==> src/rtl/cam_capture_pkg.sv <==
// Shared types and FIFO entry layout for the DVP camera capture front end.
package cam_capture_pkg;

    typedef enum logic [1:0] {
        ST_IDLE   = 2'd0,
        ST_SKIP   = 2'd1,
        ST_ACTIVE = 2'd2
    } cap_state_e;

    localparam int unsigned AXIS_USER_W = 1;
    localparam int unsigned AXIS_LAST_W = 1;

    // Entry layout, LSB first: last, user, then 8*BYTES_PER_PIXEL data bits.
    localparam int unsigned ENTRY_LAST_BIT = 0;
    localparam int unsigned ENTRY_USER_BIT = ENTRY_LAST_BIT + AXIS_LAST_W;
    localparam int unsigned ENTRY_DATA_LSB = ENTRY_USER_BIT + AXIS_USER_W;

    function automatic int unsigned entry_width(input int unsigned bytes_per_pixel);
        return 8 * bytes_per_pixel + AXIS_USER_W + AXIS_LAST_W;
    endfunction

endpackage

==> src/rtl/cam_sync_fifo.sv <==
// Single-clock first-word-fall-through FIFO with synchronous flush.
module cam_sync_fifo #(
    parameter int unsigned WIDTH = 8,
    parameter int unsigned DEPTH = 16
) (
    input  logic             i_pclk,
    input  logic             i_resetn,
    input  logic             i_flush,
    input  logic             i_push,
    input  logic [WIDTH-1:0] i_wdata,
    input  logic             i_pop,
    output logic [WIDTH-1:0] o_rdata,
    output logic             o_full,
    output logic             o_empty
);

    localparam int unsigned AW = $clog2(DEPTH);

    logic [WIDTH-1:0] mem_q [DEPTH];
    logic [AW:0]      wr_ptr_q, wr_ptr_d;
    logic [AW:0]      rd_ptr_q, rd_ptr_d;
    logic             do_push;
    logic             do_pop;

    assign o_empty = (wr_ptr_q == rd_ptr_q);
    assign o_full  = (wr_ptr_q[AW] != rd_ptr_q[AW]) &&
                     (wr_ptr_q[AW-1:0] == rd_ptr_q[AW-1:0]);

    // A pop in the same cycle frees the slot, so a push into a full FIFO is accepted.
    assign do_pop  = i_pop && !o_empty;
    assign do_push = i_push && (!o_full || do_pop);

    always_comb begin
        wr_ptr_d = wr_ptr_q;
        rd_ptr_d = rd_ptr_q;
        if (i_flush) begin
            wr_ptr_d = '0;
            rd_ptr_d = '0;
        end else begin
            if (do_push) wr_ptr_d = wr_ptr_q + 1'b1;
            if (do_pop)  rd_ptr_d = rd_ptr_q + 1'b1;
        end
    end

    always_ff @(posedge i_pclk or negedge i_resetn) begin
        if (!i_resetn) begin
            wr_ptr_q <= '0;
            rd_ptr_q <= '0;
        end else begin
            wr_ptr_q <= wr_ptr_d;
            rd_ptr_q <= rd_ptr_d;
        end
    end

    always_ff @(posedge i_pclk) begin
        if (do_push && !i_flush) mem_q[wr_ptr_q[AW-1:0]] <= i_wdata;
    end

    assign o_rdata = mem_q[rd_ptr_q[AW-1:0]];

endmodule

==> src/rtl/cam_capture_maxis_fifo.sv <==
// DVP sensor capture: byte-to-pixel assembly, frame decimation and error tracking,
// delivered through an elastic FIFO onto an AXI4-Stream video master.
module cam_capture_maxis_fifo
    import cam_capture_pkg::*;
#(
    parameter int unsigned X_RES           = 640,
    parameter int unsigned Y_RES           = 480,
    parameter int unsigned BYTES_PER_PIXEL = 2,
    parameter int unsigned BYTE_ORDER      = 0,
    parameter int unsigned FIFO_DEPTH      = 16
) (
    input  logic                         i_pclk,
    input  logic                         i_resetn,
    input  logic                         i_enable,
    input  logic [3:0]                   i_frame_skip,
    input  logic                         i_err_clear,
    input  logic                         i_vsync,
    input  logic                         i_href,
    input  logic [7:0]                   i_data,
    output logic [8*BYTES_PER_PIXEL-1:0] M_AXIS_VIDEO_TDATA,
    output logic                         M_AXIS_TVALID,
    input  logic                         M_AXIS_VIDEO_TREADY,
    output logic                         M_AXIS_VIDEO_TUSER,
    output logic                         M_AXIS_VIDEO_TLAST,
    output logic                         o_overflow,
    output logic                         o_sync_err,
    output logic [15:0]                  o_frame_count
);

    localparam int unsigned DATA_W  = 8 * BYTES_PER_PIXEL;
    localparam int unsigned ENTRY_W = entry_width(BYTES_PER_PIXEL);
    localparam int unsigned PIX_W   = (X_RES > 1) ? $clog2(X_RES) : 1;
    localparam int unsigned LINE_W  = (Y_RES > 1) ? $clog2(Y_RES) : 1;
    localparam int unsigned PHASE_W = (BYTES_PER_PIXEL > 1) ? $clog2(BYTES_PER_PIXEL) : 1;

    localparam logic [PIX_W-1:0]   PIX_LAST   = PIX_W'(X_RES - 1);
    localparam logic [LINE_W-1:0]  LINE_LAST  = LINE_W'(Y_RES - 1);
    localparam logic [PHASE_W-1:0] PHASE_LAST = PHASE_W'(BYTES_PER_PIXEL - 1);

    cap_state_e          state_q, state_d;
    logic                vsync_q, href_q;
    logic [PIX_W-1:0]    pix_q, pix_d;
    logic [LINE_W-1:0]   line_q, line_d;
    logic [PHASE_W-1:0]  phase_q, phase_d;
    logic [3:0]          skip_q, skip_d;
    logic [15:0]         frame_q, frame_d;
    logic [7:0]          hold_q, hold_d;
    logic                overflow_q, overflow_d;
    logic                sync_err_q, sync_err_d;

    logic                vsync_rise, href_fall;
    logic                push, overflow_set, sync_err_set;
    logic [DATA_W-1:0]   pixel;
    logic [ENTRY_W-1:0]  fifo_wdata, fifo_rdata;
    logic                fifo_full, fifo_empty, axis_pop;

    assign vsync_rise = !vsync_q && i_vsync;
    assign href_fall  = href_q && !i_href;
    assign axis_pop   = !fifo_empty && M_AXIS_VIDEO_TREADY;

    if (BYTES_PER_PIXEL == 1) begin : g_bpp1
        assign pixel = i_data;
    end else if (BYTE_ORDER == 0) begin : g_first_low
        assign pixel = {i_data, hold_q};
    end else begin : g_first_high
        assign pixel = {hold_q, i_data};
    end

    assign fifo_wdata = {pixel, (pix_q == '0) && (line_q == '0), pix_q == PIX_LAST};

    always_comb begin
        state_d      = state_q;
        pix_d        = pix_q;
        line_d       = line_q;
        phase_d      = phase_q;
        skip_d       = skip_q;
        frame_d      = frame_q;
        hold_d       = hold_q;
        push         = 1'b0;
        overflow_set = 1'b0;
        sync_err_set = 1'b0;

        unique case (state_q)
            ST_IDLE, ST_SKIP: begin
                if (vsync_rise) begin
                    if (skip_q == '0) begin
                        state_d = ST_ACTIVE;
                        pix_d   = '0;
                        line_d  = '0;
                        phase_d = '0;
                    end else begin
                        skip_d  = skip_q - 1'b1;
                        state_d = ST_SKIP;
                    end
                end
            end
            ST_ACTIVE: begin
                if (vsync_rise) begin
                    // Short frame: restart on the new frame without touching the skip count.
                    sync_err_set = 1'b1;
                    pix_d        = '0;
                    line_d       = '0;
                    phase_d      = '0;
                end else if (href_fall && (pix_q != '0 || phase_q != '0)) begin
                    sync_err_set = 1'b1;
                    state_d      = ST_IDLE;
                end else if (i_href) begin
                    if (phase_q != PHASE_LAST) begin
                        phase_d = phase_q + 1'b1;
                        hold_d  = i_data;
                    end else begin
                        phase_d = '0;
                        if (fifo_full && !axis_pop) begin
                            overflow_set = 1'b1;
                            state_d      = ST_IDLE;
                        end else begin
                            push = 1'b1;
                            if (pix_q == PIX_LAST) begin
                                pix_d = '0;
                                if (line_q == LINE_LAST) begin
                                    line_d  = '0;
                                    frame_d = frame_q + 16'd1;
                                    skip_d  = i_frame_skip;
                                    state_d = ST_IDLE;
                                end else begin
                                    line_d = line_q + 1'b1;
                                end
                            end else begin
                                pix_d = pix_q + 1'b1;
                            end
                        end
                    end
                end
            end
            default: state_d = ST_IDLE;
        endcase

        if (!i_enable) begin
            state_d      = ST_IDLE;
            pix_d        = '0;
            line_d       = '0;
            phase_d      = '0;
            skip_d       = '0;
            frame_d      = frame_q;
            push         = 1'b0;
            overflow_set = 1'b0;
            sync_err_set = 1'b0;
        end

        overflow_d = (overflow_q && !i_err_clear) || overflow_set;
        sync_err_d = (sync_err_q && !i_err_clear) || sync_err_set;
    end

    always_ff @(posedge i_pclk or negedge i_resetn) begin
        if (!i_resetn) begin
            state_q    <= ST_IDLE;
            vsync_q    <= 1'b0;
            href_q     <= 1'b0;
            pix_q      <= '0;
            line_q     <= '0;
            phase_q    <= '0;
            skip_q     <= '0;
            frame_q    <= '0;
            hold_q     <= '0;
            overflow_q <= 1'b0;
            sync_err_q <= 1'b0;
        end else begin
            state_q    <= state_d;
            vsync_q    <= i_vsync;
            href_q     <= i_href;
            pix_q      <= pix_d;
            line_q     <= line_d;
            phase_q    <= phase_d;
            skip_q     <= skip_d;
            frame_q    <= frame_d;
            hold_q     <= hold_d;
            overflow_q <= overflow_d;
            sync_err_q <= sync_err_d;
        end
    end

    cam_sync_fifo #(
        .WIDTH (ENTRY_W),
        .DEPTH (FIFO_DEPTH)
    ) u_fifo (
        .i_pclk   (i_pclk),
        .i_resetn (i_resetn),
        .i_flush  (!i_enable),
        .i_push   (push),
        .i_wdata  (fifo_wdata),
        .i_pop    (axis_pop),
        .o_rdata  (fifo_rdata),
        .o_full   (fifo_full),
        .o_empty  (fifo_empty)
    );

    // Storage is not reset, so the head is masked while empty to keep idle outputs at zero.
    assign M_AXIS_TVALID      = !fifo_empty;
    assign M_AXIS_VIDEO_TDATA = fifo_empty ? '0 : fifo_rdata[ENTRY_DATA_LSB +: DATA_W];
    assign M_AXIS_VIDEO_TUSER = !fifo_empty && fifo_rdata[ENTRY_USER_BIT];
    assign M_AXIS_VIDEO_TLAST = !fifo_empty && fifo_rdata[ENTRY_LAST_BIT];
    assign o_overflow         = overflow_q;
    assign o_sync_err         = sync_err_q;
    assign o_frame_count      = frame_q;

endmodule

==> config.mk <==
export PLATFORM = sky130hd
export DESIGN_NAME = cam_capture_maxis_fifo
export DESIGN_NICKNAME = d
export VERILOG_FILES = /design/src/rtl/cam_capture_pkg.sv /design/src/rtl/cam_sync_fifo.sv /design/src/rtl/cam_capture_maxis_fifo.sv
export SDC_FILE = /design/constraint.sdc
export NUM_CORES = 1
export LEC_CHECK = 0
export CAP_MARGIN = 25
export CORE_ASPECT_RATIO = 1.25
export CORE_MARGIN = 3
export CORE_UTILIZATION = 35
export DETAILED_ROUTE_END_ITERATION = 7
export PLACE_DENSITY_LB_ADDON = 0.12
export SLEW_MARGIN = 10
export SYNTH_ARGS = -nofsm -noshare
export SYNTH_HDL_FRONTEND = slang
export SYNTH_SLANG_ARGS = --single-unit
==> constraint.sdc <==
create_clock -name i_pclk -period 5.4 [get_ports i_pclk]
set_input_delay 1.08 -clock i_pclk [delete_from_list [all_inputs] [get_ports i_pclk]]
set_output_delay 1.08 -clock i_pclk [all_outputs]
set_load 0.01 [all_outputs]
[Word level (Yosys, flattened, before mapping)]
Memories as Yosys holds them, arrays and structs flattened.
Index checks and enable logic that the tools add are counted.
Cells by class
  add/sub/neg operators: 7
  $mul: 0
  divide/modulo/power cells: 0
  $lt $le $gt $ge: 0
  equality and inequality tests: 29
  shifts and indexed selects: 0
  multiplexer cells: 76
  bitwise logic cells: 4
  reductions and logical operators: 37
Operators by type and width (number)
  10-bit 2-to-1 mux: 9
  9-bit 2-to-1 mux: 10
  4-bit 2-to-1 mux: 10
  1-bit 2-to-1 mux: 27
  3-bit != test (second input constant): 9
  4-bit != test (second input constant): 6
  2-bit 2-to-1 mux: 10
  5-bit 2-to-1 mux: 4
  10-bit one-hot mux with 2 select lines: 1
  9-bit one-hot mux with 2 select lines: 1
  16-bit by 1-bit adder with 16-bit output (second input constant): 1
  16-bit 2-to-1 mux: 1
  1-bit logical AND: 14
  10-bit by 1-bit adder with 10-bit output (second input constant): 1
  5-bit by 1-bit adder with 5-bit output (second input constant): 2
  10-bit == test (second input constant): 1
  10-bit logical NOT: 1
  10-bit AND reduction: 1
  5-bit AND reduction: 2
  10-bit nonzero test: 1
  9-bit by 1-bit adder with 9-bit output (second input constant): 1
  9-bit == test (second input constant): 1
  9-bit logical NOT: 1
  9-bit AND reduction: 1
  25 further kinds: 37
Storage, ports and cells
  bits in registers: 64
  latch bits: 0
  memory bits (writable): 288
  ROM bits: 0
  output and inout port bits: 37
  word-level logic and storage cells: 167
  memories kept: 1
Memories
  u_fifo.mem_q: words 16, bits a word 18, read ports 1, clocked after Yosys merged registers in 0, wr ports 1, line cam_sync_fifo.sv:19  | logic [WIDTH-1:0] mem_q [DEPTH];

[Depth between registers and ports, before layout]
  word-level depth: 16
  mapped depth: 8

[Cells and area by module]
Synthesis repeated with hierarchy kept, for this count alone.
Second synthesis, totals
  cell total of the unflattened synthesis: 874
  area total of the unflattened synthesis: 14794.2 um^2
Modules (own cells, without submodules)
  cam_sync_fifo: instances 1, cells each 547, area an instance 11715.0 um^2, seq. area each 8898.5 um^2
  cam_capture_maxis_fifo: instances 1, cells each 327, area an instance 3079.2 um^2, seq. area each 1351.3 um^2

[Worst setup path after synthesis]
Ideal clock, no wire load.
  path type: input -> register
  start point: input i_vsync
  end point: memory u_fifo.mem_q[3][0] (netlist name) (enable)
  library setup time: 416 ps
  arrival: 3119 ps
  setup slack: 1866 ps
  cell stages on the path: 5
  path buffers: 1
  cell sequence: nor2b_1 -> clkbuf_1 -> nor3_1 -> o211ai_1 -> nor3_1
Between the ends
  cells in the longest elaborated chain, start to end: 8
Ends and longest elaborated chain
  start: declaration: line cam_capture_maxis_fifo.sv:17  | input logic i_vsync,
  1-bit logical AND: line cam_capture_maxis_fifo.sv:57  | assign vsync_rise = !vsync_q && i_vsync;
  1-bit 2-to-1 mux: line cam_capture_maxis_fifo.sv:98  | if (vsync_rise) begin
  1-bit 2-to-1 mux: line cam_capture_maxis_fifo.sv:83  | unique case (state_q)
  1-bit 2-to-1 mux: line cam_capture_maxis_fifo.sv:138  | if (!i_enable) begin
  1-bit logical AND: line cam_sync_fifo.sv:31  | assign do_push = i_push && (!o_full || do_pop);
  1-bit logical AND: line cam_sync_fifo.sv:56  | if (do_push && !i_flush) mem_q[wr_ptr_q[AW-1:0]] <= i_wdata;
  1-bit 2-to-1 mux: line cam_sync_fifo.sv:56
  1-bit 2-to-1 mux (implied by the code): line cam_sync_fifo.sv:56
  end: declaration: line cam_sync_fifo.sv:19
Every way passes these cells.

[Worst setup path after layout]
  start point: register u_fifo.rd_ptr_q[0]
  end point: output M_AXIS_VIDEO_TDATA[4]
Between the ends
  cells in the longest elaborated chain, start to end: 2
Ends and longest elaborated chain
  start: declaration: line cam_sync_fifo.sv:21  | logic [AW:0] rd_ptr_q, rd_ptr_d;
  start signal: assignment: line cam_sync_fifo.sv:51  | rd_ptr_q <= rd_ptr_d;
  memory read 16 x 18 bit / 5-bit == test (equally long branches)
  16-bit 2-to-1 mux (*): line cam_capture_maxis_fifo.sv:199  | assign M_AXIS_VIDEO_TDATA = fifo_empty ? '0 : fifo_rdata[ENTRY_DATA_LSB +: DATA_W];
  end: declaration: line cam_capture_maxis_fifo.sv:20  | output logic [8*BYTES_PER_PIXEL-1:0] M_AXIS_VIDEO_TDATA,
Every way passes the cells marked *; elsewhere a longest branch is shown, timed or not.

==> metrics.md <==
| Metric | Value |
|---|---|
| Smallest hold slack | 475 ps |
| Max Cap Viol | 0 |
| Count of TritonRoute iterations in the first routing pass | 4 |
| XOR/XNOR Fraction of Synth Area | 1.49% |
| Yosys top cell area share | 59.0% |
| Starting density of the core | 35.6% |
| Required time of the critical path | 4320 ps |
| Type of the worst setup path | register to output pin |
| Floorplan die area | 44400 sq um |
| Via count of the routed design | 7708 |
| Max-slew violation total from the final report | 0 |
| End-of-flow core utilization | 42.1% |
| Commonest cells after routing, fill and taps aside | sky130_fd_sc_hd__edfxtp_1, sky130_fd_sc_hd__mux4_2, sky130_fd_sc_hd__dfrtp_1, sky130_fd_sc_hd__clkdlybuf4s50_1, sky130_fd_sc_hd__clkbuf_16 |
| Final-report setup violation count | 0 |
| Buffers added on ports | 55 |
| Overall die width | 189 um |
| Highest-delay cell along the critical path | sky130_fd_sc_hd__dfrtp_4 |
| Dominant cell type by area after synthesis | sky130_fd_sc_hd__edfxtp_1 |
| Clock net sink count | 352 |
| Fraction of the mapped netlist area in adder cells | 1.02% |
| ANT nets after route | 0 |
| Predominant post-synthesis flop cell | sky130_fd_sc_hd__edfxtp_1 |
| Filler instances | 3730 |
| Uppermost layer routed | met4 |
| Most frequent standard cell in the layout excluding fill and tap cells | sky130_fd_sc_hd__edfxtp_1 |
| Routed wire length per instance | 23.0 um |
| Worst-skew pair later-pin latency | 520 ps |
| Number of global-route vias before repair | 8349 |
| Post-Route Setup TNS | 0 ps |
| Max FO, Critical Path | 30 |
| Ratio of cells with drive above 1 in the final layout | 22.5% |
| Worst clock skew | 9.16 ps |
| H-tree level count | 2 |
| Time the worst path needs with I/O delays and setup | 4510 ps |
| Met1 wire length | 14900 um |
| Seq cells post-synth | 352 |
| Total routing usage reported by global routing | 15.7% |
| WL met2 | 17500 um |
| Portion of the post-synthesis area used by sequential elements | 69.9% |
| Maximum clock frequency | 222 MHz |
| Endpoints failing hold | 0 |
| Number of instances in the synthesized netlist | 820 |
| Largest family of logic cells by synthesized area | multiplexers |
| Final weighted congestion of routability-driven global placement | 0.772 |
| Clock transition at path regs | 60 ps |
| Number of buffers created by CTS | 38 |
| Simple-gate portion of the synthesized area | 7.10% |
| Cell count after placement | 1423 |
| Kind of capture point of the worst setup path | output pin |
| Synthesis Warnings | 0 |
| Worst path setup slack after routing | 887 ps |
| Floorplan core area | 41200 sq um |
| Setup repair after global routing missed its margin | no |
| ANT cells | 0 |
| Final std cells w/o fill | 1494 |
| Crit path launch type | register |
| Pin count of the biggest net entering global routing | 49 |
| Maximum clock insertion buffer count | 3 |
| Post-Place Setup Slack | 1340 ps |
| Worst Max-Slew Pin Slew | 885 ps |
| Most frequent cell on the critical path | sky130_fd_sc_hd__mux4_2 |
| Routed length on met3 | 1240 um |
| DRC viols | 0 |
| Worst slew margin relative to its limit | 40.7% |
| Row Count | 83 |
| Total congestion overflow | 0 |
| Result of the run | finished, final reports clean |
| Number of nets produced by synthesis | 851 |
| Cells along the critical path | buf_4, mux4_2, mux4_2, nor2b_1, clkdlybuf4s50_1 |
| Post-CTS setup buffer count | 0 |
| Footprint of the flip-flops and latches | 10300 sq um |
| Number of synthesized flops with an enable pin | 288 |
| Max incr delay on CP | 840 ps |
| IR drop worst, VDD | 0.207 mV |
| CTS tree | built |
| Multi-input gate area in the final layout | 4170 sq um |
| Count of instances resized after the clock tree is built | 0 |
| Mux contribution to synthesized area | 14.9% |
| Ports | 56 |
| Ratio of final minimum period to clock period | 83.6% |
| Count of distinct cell types in the synthesized netlist | 67 |
| Hold bufs inserted after CTS | 0 |
| Share of async-settable or async-resettable flops after synthesis | 18.2% |
| Static Leakage | 5.68 nW |
| Average footprint of a synthesized cell | 17.9 sq um |
| Area delta synth->final | 18.3% |
| Power density normalized to cell area | 350 nW/um^2 |
| Hold/Removal Path Class | register to register |
| Die height | 235 um |
| Detailed Place HPWL | 21000 um |
| Arrival time reported for the critical path endpoint | 3430 ps |
| Detailed-route vias per instance | 5.16 |
| Count of routing violations after the opening detailed-route iteration | 558 |
| Syn Std Cell Area | 14700 sq um |
| Top post-synthesis cells by area | sky130_fd_sc_hd__edfxtp_1, sky130_fd_sc_hd__mux4_2, sky130_fd_sc_hd__dfrtp_1, sky130_fd_sc_hd__nor2b_1, sky130_fd_sc_hd__xnor2_1 |
| Number of antenna violations at the first check in global routing | 0 |
| Clock tree root driver cell | sky130_fd_sc_hd__clkbuf_16 |
| Wire length of the first global-routing pass | 52700 um |
| Total length of routed wires | 34300 um |
| Post-layout net count | 943 |
| Area fraction in compound gates after synthesis | 3.86% |
area by class of cell:
type	instances	share of cell area, %
sequential	352	59.1
clock inverter	18	1.20
inverter	23	0.497
multi-input combinational	409	24.1
tap	552	3.98
clock buffer	52	6.44
timing repair buffer	88	4.72
routing by layer:
metal,global-route usage [%],vias to the layer above
li1,-,3467
met2,26.7,131
met3,2.21,44
met5,0,-
met1,21.2,4066
met4,4.27,0
flip-flops by register name, indices dropped and copies added, names as in the netlist, 4 cells and up:
signal           flops
o_frame_count       16
u_fifo.mem_q       288
u_fifo.wr_ptr_q      5
pix_q               10
line_q               9
hold_q               8
skip_q               4
u_fifo.rd_ptr_q      5
where the power goes:
group / leakage [nW] / internal (mW) / switching, mW
Combinational: 1.60 / 0.0603 / 0.0824
Clock: 0.650 / 1.69 / 1.03
Sequential: 3.43 / 3.09 / 0.120
Total: 5.68 / 4.84 / 1.23
worst max-delay path, delay by kind of cell, from the launching register on:
kind,cells,cell delay [ps]
and+or+nand+nor,1,150
muxes,2,1030
DFF,1,840
buffers and inverters,2,880
cell families after synthesis:
logic type,after synthesis
DFF,352
and+or+nand+nor,191
muxes,105
AOI/OAI and AO/OA,76
buffers and inverters,59
xor gates and xnor gates,25
adders and majority gates,12
through the flow:
| stage | instance area, sq um | total power, mW |
|---|---|---|
| after CTS | 17300 | 6.16 |
| after global placement | 16000 | 3.42 |
| after detailed placement | 16000 | 3.42 |
| after floorplan | 14700 | 3.30 |
| final | 17400 | 6.07 |
| after global routing | 17400 | 6.29 |
Yosys cell counts (12+ instances only):
library cell	n
sky130_fd_sc_hd__nand3_1	18
sky130_fd_sc_hd__nor2b_1	27
sky130_fd_sc_hd__ha_1	12
sky130_fd_sc_hd__nor3_1	20
sky130_fd_sc_hd__xnor2_1	18
sky130_fd_sc_hd__mux4_2	90
sky130_fd_sc_hd__dfrtp_1	64
sky130_fd_sc_hd__edfxtp_1	288
sky130_fd_sc_hd__clkbuf_1	19
sky130_fd_sc_hd__and3_1	20
sky130_fd_sc_hd__nand2_1	40
sky130_fd_sc_hd__inv_1	22
sky130_fd_sc_hd__nor2_1	20
worst paths after layout:
check	startpoint	to	slack [ps]	cells past startpoint
worst max-delay path	u_fifo.rd_ptr_q[0]	M_AXIS_VIDEO_TDATA[4]	890	5
worst min-delay path	o_frame_count[15]	o_frame_count[15]	480	1
worst max register to register	u_fifo.rd_ptr_q[1]	u_fifo.mem_q[8][5]	2320	6
worst min register to register	o_frame_count[15]	o_frame_count[15]	480	1
max in group asynchronous	i_resetn	u_fifo.rd_ptr_q[2]	3760	2
min in group asynchronous	i_resetn	pix_q[1]	570	1
(Power assumes the default switching activity.)
